===== config.mk =====
export PLATFORM = sky130hd
export DESIGN_NAME = reqack_sched_flat
export DESIGN_NICKNAME = d
export VERILOG_FILES = /design/src/rtl/reqack_sched_pkg.sv /design/src/rtl/reqack_sched_if.sv /design/src/rtl/reqack_sched_rr_pick.sv /design/src/rtl/reqack_sched.sv /design/src/flat_wrapper.sv
export SDC_FILE = /design/constraint.sdc
export NUM_CORES = 1
export LEC_CHECK = 0
export BUFFER_PORTS_ARGS = -buffer_cell sky130_fd_sc_hd__buf_2
export CAP_MARGIN = 40
export CELL_PAD_IN_SITES_DETAIL_PLACEMENT = 2
export CELL_PAD_IN_SITES_GLOBAL_PLACEMENT = 2
export CORE_MARGIN = 2
export CORE_UTILIZATION = 31
export DETAILED_ROUTE_END_ITERATION = 7
export HOLD_SLACK_MARGIN = 0.02
export MAX_ROUTING_LAYER = met4
export PLACE_DENSITY = 0.88
export SYNTH_ARGS = -nofsm -noshare
export SYNTH_HDL_FRONTEND = slang
export SYNTH_HIERARCHICAL = 1
export SYNTH_SLANG_ARGS = --single-unit

===== constraint.sdc =====
create_clock -name clk -period 1.9 [get_ports clk]
set_clock_uncertainty 0.1 [all_clocks]
set_input_delay 0.19 -clock clk [delete_from_list [all_inputs] [get_ports clk]]
set_output_delay 0.19 -clock clk [all_outputs]
set_load 0.05 [all_outputs]

===== src/rtl/reqack_sched_pkg.sv =====
// Shared types and helpers for the req/ack round-robin scheduler.
//   sched_state_t : scheduler FSM states
//   clog2_min1    : index width for a requester count (never below 1 bit)
package reqack_sched_pkg;

    typedef enum logic [1:0] {
        S_IDLE  = 2'd0,
        S_REQ   = 2'd1,
        S_BUSY  = 2'd2,
        S_ABORT = 2'd3
    } sched_state_t;

    function automatic int clog2_min1(input int n);
        return (n <= 2) ? 1 : $clog2(n);
    endfunction

endpackage


===== src/rtl/reqack_sched_if.sv =====
// Handshake bundle between the scheduler and the single shared resource.
//   req    : scheduler -> resource, request
//   ack    : resource -> scheduler, request accepted
//   done   : resource -> scheduler, transaction finished
//   intrpt : resource -> scheduler, abort current transaction
// master = scheduler side, slave = resource side.
interface reqack_sched_if;
    logic req;
    logic ack;
    logic done;
    logic intrpt;

    modport master (output req, input ack, input done, input intrpt);
    modport slave  (input req, output ack, output done, output intrpt);
endinterface


===== src/rtl/reqack_sched_rr_pick.sv =====
// Combinational round-robin picker.
//   req_vec     : request vector
//   ptr         : index of the last served requester
//   pick_onehot : one-hot winner (zero when nothing requests)
//   pick_idx    : winner index
//   pick_valid  : at least one request present
// The winner is the first set bit searching upward from ptr+1 with wrap.
module rr_pick
    import reqack_sched_pkg::*;
#(
    parameter  int N_REQ = 4,
    localparam int W     = clog2_min1(N_REQ)
) (
    input  logic [N_REQ-1:0] req_vec,
    input  logic [W-1:0]     ptr,
    output logic [N_REQ-1:0] pick_onehot,
    output logic [W-1:0]     pick_idx,
    output logic             pick_valid
);

    logic [W-1:0] cand;

    always_comb begin
        pick_idx   = '0;
        pick_valid = 1'b0;
        cand       = '0;
        // Scan from the farthest offset to the nearest so that the
        // requester closest after ptr is the last (winning) assignment.
        for (int k = N_REQ; k >= 1; k--) begin
            cand = W'((int'(ptr) + k) % N_REQ);
            if (req_vec[cand]) begin
                pick_idx   = cand;
                pick_valid = 1'b1;
            end
        end
    end

    for (genvar gi = 0; gi < N_REQ; gi++) begin : g_onehot
        assign pick_onehot[gi] = pick_valid && (pick_idx == W'(gi));
    end

endmodule


===== src/rtl/reqack_sched.sv =====
// Round-robin scheduler sharing one req/ack/done/intrpt resource between
// N_REQ requesters, one transaction in flight at a time.
//   clk, reset_n : clock, synchronous active-low reset
//   req_in       : per-requester level request
//   grant_out    : one-hot current owner, zero when idle
//   done_out     : one-cycle completion pulse for the owner
//   abort_out    : one-cycle abort pulse for the owner
//   owner_id     : index of current/last owner
//   proto_err    : sticky protocol-error flag
//   bus          : master side of the shared resource handshake
// Optional: define REQACK_SCHED_TIMEOUT_EN to abort a request that is not
// acknowledged within TIMEOUT_CYC cycles (also flags proto_err).
module reqack_sched
    import reqack_sched_pkg::*;
#(
    parameter  int N_REQ       = 4,
    parameter  int TIMEOUT_CYC = 64,
    localparam int W           = clog2_min1(N_REQ)
) (
    input  logic             clk,
    input  logic             reset_n,
    input  logic [N_REQ-1:0] req_in,
    output logic [N_REQ-1:0] grant_out,
    output logic [N_REQ-1:0] done_out,
    output logic [N_REQ-1:0] abort_out,
    output logic [W-1:0]     owner_id,
    output logic             proto_err,
    reqack_sched_if.master   bus
);

    sched_state_t     state_q, state_d;
    logic [W-1:0]     ptr_q, ptr_d;
    logic [W-1:0]     owner_q, owner_d;
    logic [N_REQ-1:0] grant_q, grant_d;
    logic [N_REQ-1:0] done_q, done_d;
    logic [N_REQ-1:0] abort_q, abort_d;
    logic             perr_q, perr_d;

    logic [N_REQ-1:0] pick_onehot;
    logic [W-1:0]     pick_idx;
    logic             pick_valid;

`ifdef REQACK_SCHED_TIMEOUT_EN
    localparam int            TW       = $clog2(TIMEOUT_CYC) + 1;
    localparam logic [TW-1:0] TMO_LOAD = TW'(TIMEOUT_CYC - 1);
    logic [TW-1:0] tmo_q, tmo_d;
`else
    logic unused_tmo;
    assign unused_tmo = (TIMEOUT_CYC > 0);
`endif

    rr_pick #(.N_REQ(N_REQ)) u_pick (
        .req_vec     (req_in),
        .ptr         (ptr_q),
        .pick_onehot (pick_onehot),
        .pick_idx    (pick_idx),
        .pick_valid  (pick_valid)
    );

    // State register
    always_ff @(posedge clk) begin
        if (!reset_n) begin
            state_q <= S_IDLE;
            ptr_q   <= W'(N_REQ - 1);
            owner_q <= '0;
            grant_q <= '0;
            done_q  <= '0;
            abort_q <= '0;
            perr_q  <= 1'b0;
`ifdef REQACK_SCHED_TIMEOUT_EN
            tmo_q   <= '0;
`endif
        end else begin
            state_q <= state_d;
            ptr_q   <= ptr_d;
            owner_q <= owner_d;
            grant_q <= grant_d;
            done_q  <= done_d;
            abort_q <= abort_d;
            perr_q  <= perr_d;
`ifdef REQACK_SCHED_TIMEOUT_EN
            tmo_q   <= tmo_d;
`endif
        end
    end

    // Next-state logic
    always_comb begin
        state_d = state_q;
        ptr_d   = ptr_q;
        owner_d = owner_q;
        grant_d = grant_q;
        done_d  = '0;
        abort_d = '0;
        perr_d  = perr_q;
`ifdef REQACK_SCHED_TIMEOUT_EN
        tmo_d   = tmo_q;
`endif
        case (state_q)
            S_IDLE: begin
                if (bus.ack || bus.done) perr_d = 1'b1;
                if (pick_valid) begin
                    state_d = S_REQ;
                    owner_d = pick_idx;
                    grant_d = pick_onehot;
`ifdef REQACK_SCHED_TIMEOUT_EN
                    tmo_d   = TMO_LOAD;
`endif
                end
            end
            S_REQ: begin
                if (bus.done) perr_d = 1'b1;
                // intrpt outranks ack; grant_q already holds the owner one-hot
                if (bus.intrpt) begin
                    state_d = S_ABORT;
                    grant_d = '0;
                    abort_d = grant_q;
                    ptr_d   = owner_q;
                end else if (bus.ack) begin
                    state_d = S_BUSY;
`ifdef REQACK_SCHED_TIMEOUT_EN
                end else if (tmo_q == '0) begin
                    state_d = S_ABORT;
                    grant_d = '0;
                    abort_d = grant_q;
                    ptr_d   = owner_q;
                    perr_d  = 1'b1;
                end else begin
                    tmo_d = tmo_q - TW'(1);
`endif
                end
            end
            S_BUSY: begin
                if (bus.ack) perr_d = 1'b1;
                if (bus.intrpt) begin
                    state_d = S_ABORT;
                    grant_d = '0;
                    abort_d = grant_q;
                    ptr_d   = owner_q;
                end else if (bus.done) begin
                    state_d = S_IDLE;
                    grant_d = '0;
                    done_d  = grant_q;
                    ptr_d   = owner_q;
                end
            end
            S_ABORT: begin
                // One dead cycle keeps the next grant off the abort pulse.
                state_d = S_IDLE;
            end
            default: begin
                state_d = S_IDLE;
            end
        endcase
    end

    // Outputs
    always_comb begin
        grant_out = grant_q;
        done_out  = done_q;
        abort_out = abort_q;
        owner_id  = owner_q;
        proto_err = perr_q;
    end

    assign bus.req = (state_q == S_REQ);

endmodule

===== src/flat_wrapper.sv =====
// flat-port wrapper written by rule: the top's interface ports become plain ports
module reqack_sched_flat import reqack_sched_pkg::*;
#(
    parameter  int N_REQ       = 4,
    parameter  int TIMEOUT_CYC = 64,
    localparam int W           = clog2_min1(N_REQ)
)
  (clk, reset_n, req_in, grant_out, done_out, abort_out, owner_id, proto_err, bus_req, bus_ack, bus_done, bus_intrpt);
  reqack_sched_if bus_i ();
  input  logic clk;
  input  logic reset_n;
  input  logic [N_REQ-1:0] req_in;
  output logic [N_REQ-1:0] grant_out;
  output logic [N_REQ-1:0] done_out;
  output logic [N_REQ-1:0] abort_out;
  output logic [W-1:0] owner_id;
  output logic proto_err;
  output wire logic [$bits(bus_i.req)-1:0] bus_req;
  input wire logic [$bits(bus_i.ack)-1:0] bus_ack;
  input wire logic [$bits(bus_i.done)-1:0] bus_done;
  input wire logic [$bits(bus_i.intrpt)-1:0] bus_intrpt;
  assign bus_req = bus_i.req;
  assign bus_i.ack = bus_ack;
  assign bus_i.done = bus_done;
  assign bus_i.intrpt = bus_intrpt;
  reqack_sched #(.N_REQ(N_REQ), .TIMEOUT_CYC(TIMEOUT_CYC)) u_core (.clk(clk), .reset_n(reset_n), .req_in(req_in), .grant_out(grant_out), .done_out(done_out), .abort_out(abort_out), .owner_id(owner_id), .proto_err(proto_err), .bus(bus_i));
endmodule

# ---- After elaboration in Yosys (flattened, before gate mapping)
# Index checks and enable logic that the tools add are counted.
dict set report op_classes {
  n_addsub 4
  n_mul 0
  div_mod_pow 0
  magnitude_cmp 4
  eq_ne 13
  shift 0
  n_mux 35
  bitwise 3
  reduce_logical 17
}
# op count
set ops {}
lappend ops {{$mux W2} 12}
lappend ops {{$mux W4} 4}
lappend ops {{$lt A2 B3 Y1 const B} 4}
lappend ops {{$pmux W4 S3} 1}
lappend ops {{$mux W1} 11}
lappend ops {{$reduce_and A3 Y1} 3}
lappend ops {{$bmux W1 S2} 4}
lappend ops {{$eq A2 B2 Y1 const B} 4}
lappend ops {{$pmux W2 S4} 1}
lappend ops {{$reduce_and A4 Y1} 2}
lappend ops {{$ne A2 B1 Y1 const B} 3}
lappend ops {{$add A2 B1 Y2 const B} 2}
lappend ops {{$add A2 B2 Y2 const B} 2}
lappend ops {{$eq A2 B1 Y1 const B} 2}
lappend ops {{$logic_and A1 B1 Y1} 4}
lappend ops {{$logic_not A2 Y1} 2}
lappend ops {{$ne A2 B2 Y1 const B} 2}
lappend ops {{$pmux W2 S2} 1}
lappend ops {{$reduce_or A4 Y1} 1}
lappend ops {{$ne A3 B1 Y1 const B} 1}
lappend ops {{$ne A3 B3 Y1 const B} 1}
lappend ops {{$not A1 Y1} 3}
lappend ops {{$pmux W1 S3} 1}
lappend ops {{$reduce_bool A3 Y1} 1}
lappend ops {{4 further kinds} 4}
dict set report word_totals {
  reg_bits 19
  latch_bits 0
  ram_bits 0
  rom_bits 0
  inputBits 9
  output_inout_bits 16
  word_cells 83
  mem_count 0
}

# ---- Logic depth before layout (Yosys ltp)
dict set report depth {
  ltp_word 11
  depth_mapped 7
  mapped_depth_nobuf 6
}

# ---- Cells and area by module
# The synthesis kept the hierarchy.
# module n_inst cells_each area_per_inst_um2 seq_area_each_um2
set by_module_without_submodules {}
lappend by_module_without_submodules {reqack_sched 1 82 813.3 380.4}
lappend by_module_without_submodules {rr_pick 1 34 244.0 0.0}

# ---- Least setup slack after synthesis
# Ideal clock, no wire load.
dict set report synth_path {
  path_kind {register to register}
  startpoint {register u_core.state_q[1]}
  endpoint {register u_core.ptr_q[0]}
  setup_ps 118
  arrival_ps 1521
  required_time_ps 1682
  slack_ps 160
  stages_incl_launch_ff 7
  n_path_buf 0
  path_cell_list {dfxtp_1 > inv_1 > ha_1 > nor2b_1 > o22ai_1 > mux2i_1 > nand2_1}
}
dict set report synth_via {
  elab_chain_cells 3
}
# element line
set synth_rtl {}
lappend synth_rtl {{from (decl)} reqack_sched.sv:31} ;# sched_state_t state_q, state_d;
lappend synth_rtl {{from (signal assigned)} reqack_sched.sv:74} ;# state_q <= state_d;
lappend synth_rtl {{$eq A2 B1 Y1 *} n/a}
lappend synth_rtl {{via bus_req} flat_wrapper.sv:18} ;# output wire logic [$bits(bus_i.req)-1:0] bus_req;
lappend synth_rtl {{$ne A2 B1 Y1 (no line) or $reduce_bool A2 Y1 (tied branches)} n/a}
lappend synth_rtl {{$reduce_and A3 Y1 (no line)} n/a}
lappend synth_rtl {{to (signal assigned)} reqack_sched.sv:64} ;# ptr_q <= W'(N_REQ - 1);
lappend synth_rtl {{to (signal assigned)} reqack_sched.sv:75} ;# ptr_q <= ptr_d;
lappend synth_rtl {{to (decl)} reqack_sched.sv:32} ;# logic [W-1:0] ptr_q, ptr_d;
# Mark *: on every way through the listed nets, which the timed path passes. The rest lies on a longest branch.
# A chain may end at the register's enable or synchronous reset.

# ---- Worst setup path after layout
dict set report layout_path {
  startpoint {register u_core.state_q[1]}
  endpoint {register u_core.state_q[1]}
}
dict set report layout_via {
  elab_chain_cells 3
}
# element line
set layout_rtl {}
lappend layout_rtl {{$eq A2 B2 Y1 (tied with other cells)} reqack_sched.sv:99} ;# case (state_q)
lappend layout_rtl {{$ne A3 B3 Y1 (no line) (tied with other cells)} n/a}
lappend layout_rtl {{$reduce_and A3 Y1 (no line)} n/a}
# Parallel ways exist; a longest one is shown, timed or not.

==> flow_metrics.py <==
metrics = {
    "power_and_ir_drop": {
        "power.density_mw_per_mm2": 1030,
        "finalPower_mw": 1.28,
        "leakagePower_nw": 0.558,
        "ir_worst_vdd_uv": 529,
    },
    "layout": {
        "area_growth_pct": 16.9,
        "seq_area_sq_um": 384,
        "fillers": 414,
        "final_nets": 156,
        "final_area_sq_mm": 0.00124,
        "final_core_util_pct": 37.3,
        "finalNonFillerCells": 186,
        "diodes": 0,
        "multi_input_area_sq_um": 613,
        "drive_gt1_share_pct": 29.3,
    },
    "min_path": {
        "hold_path.class": "in2reg",
        "whs_path_depth": 2,
    },
    "cts": {
        "insertion_delay_ns": 0.29,
        "cts-root-buf": "clkbuf_4",
        "cts_tree": "yes",
        "cts_buffer_depth": 2,
        "cts_buffers": 3,
        "htreeDepth": 1,
        "cts_hold_buf": 0,
        "cts.sinks": 19,
        "clk_pin_slew_ns": 0.11,
    },
    "critical_path": {
        "worst_path_dominant_cell_family": "compound AO/OA/AOI/OAI gates",
        "path_buf_inv": 1,
        "timing.critical_path.to": "u_core/state_q[1]$_SDFFE_PN0P_",
        "crit_start": "u_core/state_q[1]$_SDFFE_PN0P_",
        "path_cells": "inv_1, ha_1, nor2b_1, a211o_1, a21oi_1, o22ai_1",
        "path_class": "reg2reg",
        "rr_endpoint": "u_core/state_q[1]$_SDFFE_PN0P_",
        "arrival_ns": 1.84,
        "r2r-start": "u_core/state_q[1]$_SDFFE_PN0P_",
        "path_depth": 6,
        "regToRegSetupSlack_ns": 0.15,
        "required_ns": 1.99,
        "critPathCaptureType": "register",
        "start_kind": "register",
        "slowest_delay_ns": 0.41,
        "path_max_fanout": 5,
        "r2r_cells": 6,
        "slowest_stage": "dfxtp_1",
    },
    "yosys": {
        "synthFlopType": "dfxtp_1",
        "async_flop_share_pct": 0,
        "syn_nets": 131,
        "synth_seq_cells": 19,
        "synth_top_area_share_pct": 36.0,
        "syn_inst": 116,
        "synth.largest_area_cell": "dfxtp_1",
        "synth_area_sq_mm": 0.00106,
        "yosysWarningCount": 6,
        "ys_seq_area_share_pct": 36.0,
        "ys_top_cells_by_area": "dfxtp_1 36%, ha_1 7.1%, and2_1 5.3%, nand2_1 3.9%, nand4b_1 3.3%",
        "synth_cell_type_count": 37,
        "synth_area_per_cell_sq_um": 9.11,
        "synth_edf_count": 0,
    },
    "outcome": {
        "outcome": "completed",
    },
    "floorplan": {
        "fp-row-count": 21,
        "die-area_sq_mm": 0.00389,
        "core_sq_mm": 0.00331,
        "fp.dieW_microns": 62.4,
        "start_util_pct": 31.9,
        "ios": 25,
        "die_height_microns": 62.4,
    },
    "drt": {
        "drt_iter0_drc": 30,
        "drt.antenna.violating_nets": 0,
        "detail_route.vias_per_cell": 4.87,
        "routedWlPerCell_microns": 14.1,
        "drc": 0,
        "vias": 906,
        "dr.pass1.iters": 3,
        "wl_microns": 2620,
    },
    "timing": {
        "final-setup-viol-count": 0,
        "fin_crit_ns": 1.75,
        "worst_slew_pin_slew_ns": 0.463,
        "finalHoldWorstSlack_ns": 0.108,
        "final_max_slew_viol_count": 0,
        "fin_crit_sh_pct": 91.9,
        "fin_setup_tns_ns": 0,
        "fin_ws_ns": 0.154,
        "slew_headroom_pct": 69.1,
        "finalHoldViolCount": 0,
        "rsz0062_at_grt": "no",
        "clock.fmax_ghz": 0.573,
    },
    "grt": {
        "grt_use_total_pct": 15.2,
        "gr-total-overflow": 0,
        "grt_pass1_vias": 983,
        "grt_max_degree": 20,
        "antenna_found_initial": 0,
        "grt_pass1_wl_microns": 4650,
    },
    "place": {
        "dp_hpwl_microns": 2040,
        "port_buffers": 24,
        "gp_congestion": 0.769,
        "dpl-instance-area_sq_mm": 0.00119,
        "dp_slack_ns": -0.0207,
        "dp.cells": 181,
    },
    "job": {
        "cap_violations": 0,
    },
}
[cells in the final DEF (no fill, tap or decap), types with 2 or more instances in the layout]
cell type / instances
buf_2: 24
dfxtp_1: 18
nand2_1: 11
and2_1: 9
a21oi_1: 6
inv_1: 5
o21ai_1: 5
ha_1: 5
nand4b_1: 4
o21a_1: 4
o21ai_0: 4
nand3_1: 4
clkbuf_4: 3
nor2b_1: 3
o22ai_1: 3
nor2_1: 3
mux2i_1: 2
a21boi_0: 2
buf_4: 2
nand2b_1: 2
o21bai_1: 2
[cell families (layout without fill, tap and decap cells)]
family	Yosys count	after routing	synth area share (%)
and+or+nand+nor	44	44	26.5
muxes	2	2	1.89
DFF	19	19	36.0
adders and majority gates	6	6	7.10
AOI/OAI and AO/OA	34	34	22.2
buffers and inverters	11	35	6.27
[timing repair]
item                                    in CTS  in global routing
gates resized for setup                      1                  2
setup buffers                                1                  0
pin swaps                                    1                  0
endpoints found under the setup margin       4                  4
endpoints found under the hold margin        0                  0
cloned                                       0                  0
[sequential cells by signal, summed over array words and instances (netlist names)]
signal            cells
u_core/done_out       4
u_core/grant_out      4
u_core/owner_id       2
u_core/abort_out      4
u_core/proto_err      1
u_core/state_q        2
u_core/ptr_q          2
[Yosys cell counts, types with 2 or more instances]
cell	count
nand2b_1	2
buf_2	2
nor2_1	3
o21bai_1	2
o21a_1	4
dfxtp_1	19
a21oi_1	6
o21ai_0	4
a21boi_0	2
o22ai_1	3
nor2b_1	3
mux2i_1	2
and2_1	9
inv_1	5
nand4b_1	4
nand3_1	4
o21ai_1	5
ha_1	6
buf_6	3
nand2_1	11
[worst min-delay path by stage]
| stage | from | to | slack [ns] |
|---|---|---|---|
| 2_1_floorplan | bus_done | u_core/proto_err$_SDFFE_PN0P_ | 0.31 |
| 3_3_place_gp | u_core/proto_err$_SDFFE_PN0P_ | u_core/proto_err$_SDFFE_PN0P_ | 0.35 |
| 3_5_place_dp | u_core/proto_err$_SDFFE_PN0P_ | u_core/proto_err$_SDFFE_PN0P_ | 0.35 |
| 4_1_cts | reset_n | u_core/ptr_q[0]$_SDFFE_PN1P_ | 0.10 |
| 5_1_grt | reset_n | u_core/ptr_q[0]$_SDFFE_PN1P_ | 0.12 |
| 6_report | reset_n | u_core/ptr_q[0]$_SDFFE_PN1P_ | 0.11 |
[metal layers]
| metal | vias to the layer above | track usage [%] | part of all wire, % |
|---|---|---|---|
| li1 | 457 | - | - |
| met3 | 2 | 4.50 | 4.0 |
| met1 | 429 | 17.2 | 45 |
| met2 | 18 | 26.5 | 51 |
| met5 | - | - | 0 |
| met4 | 0 | 3.33 | 0.38 |
[report_power, final]
group	switching, mW	internal, mW
Sequential	0.0711	0.452
Combinational	0.334	0.218
Clock	0.122	0.0783
Total	0.527	0.748
[final cells by class]
cell class / count / share of cell area (%)
inverter: 5 / 1.52
sequential: 19 / 31.1
clock inverter: 1 / 0.405
timing repair buffer: 26 / 10.9
clock buffer: 3 / 1.82
tap: 46 / 4.66
multi-input combinational: 86 / 49.6
Note: power is estimated with default switching activity, not from simulation.
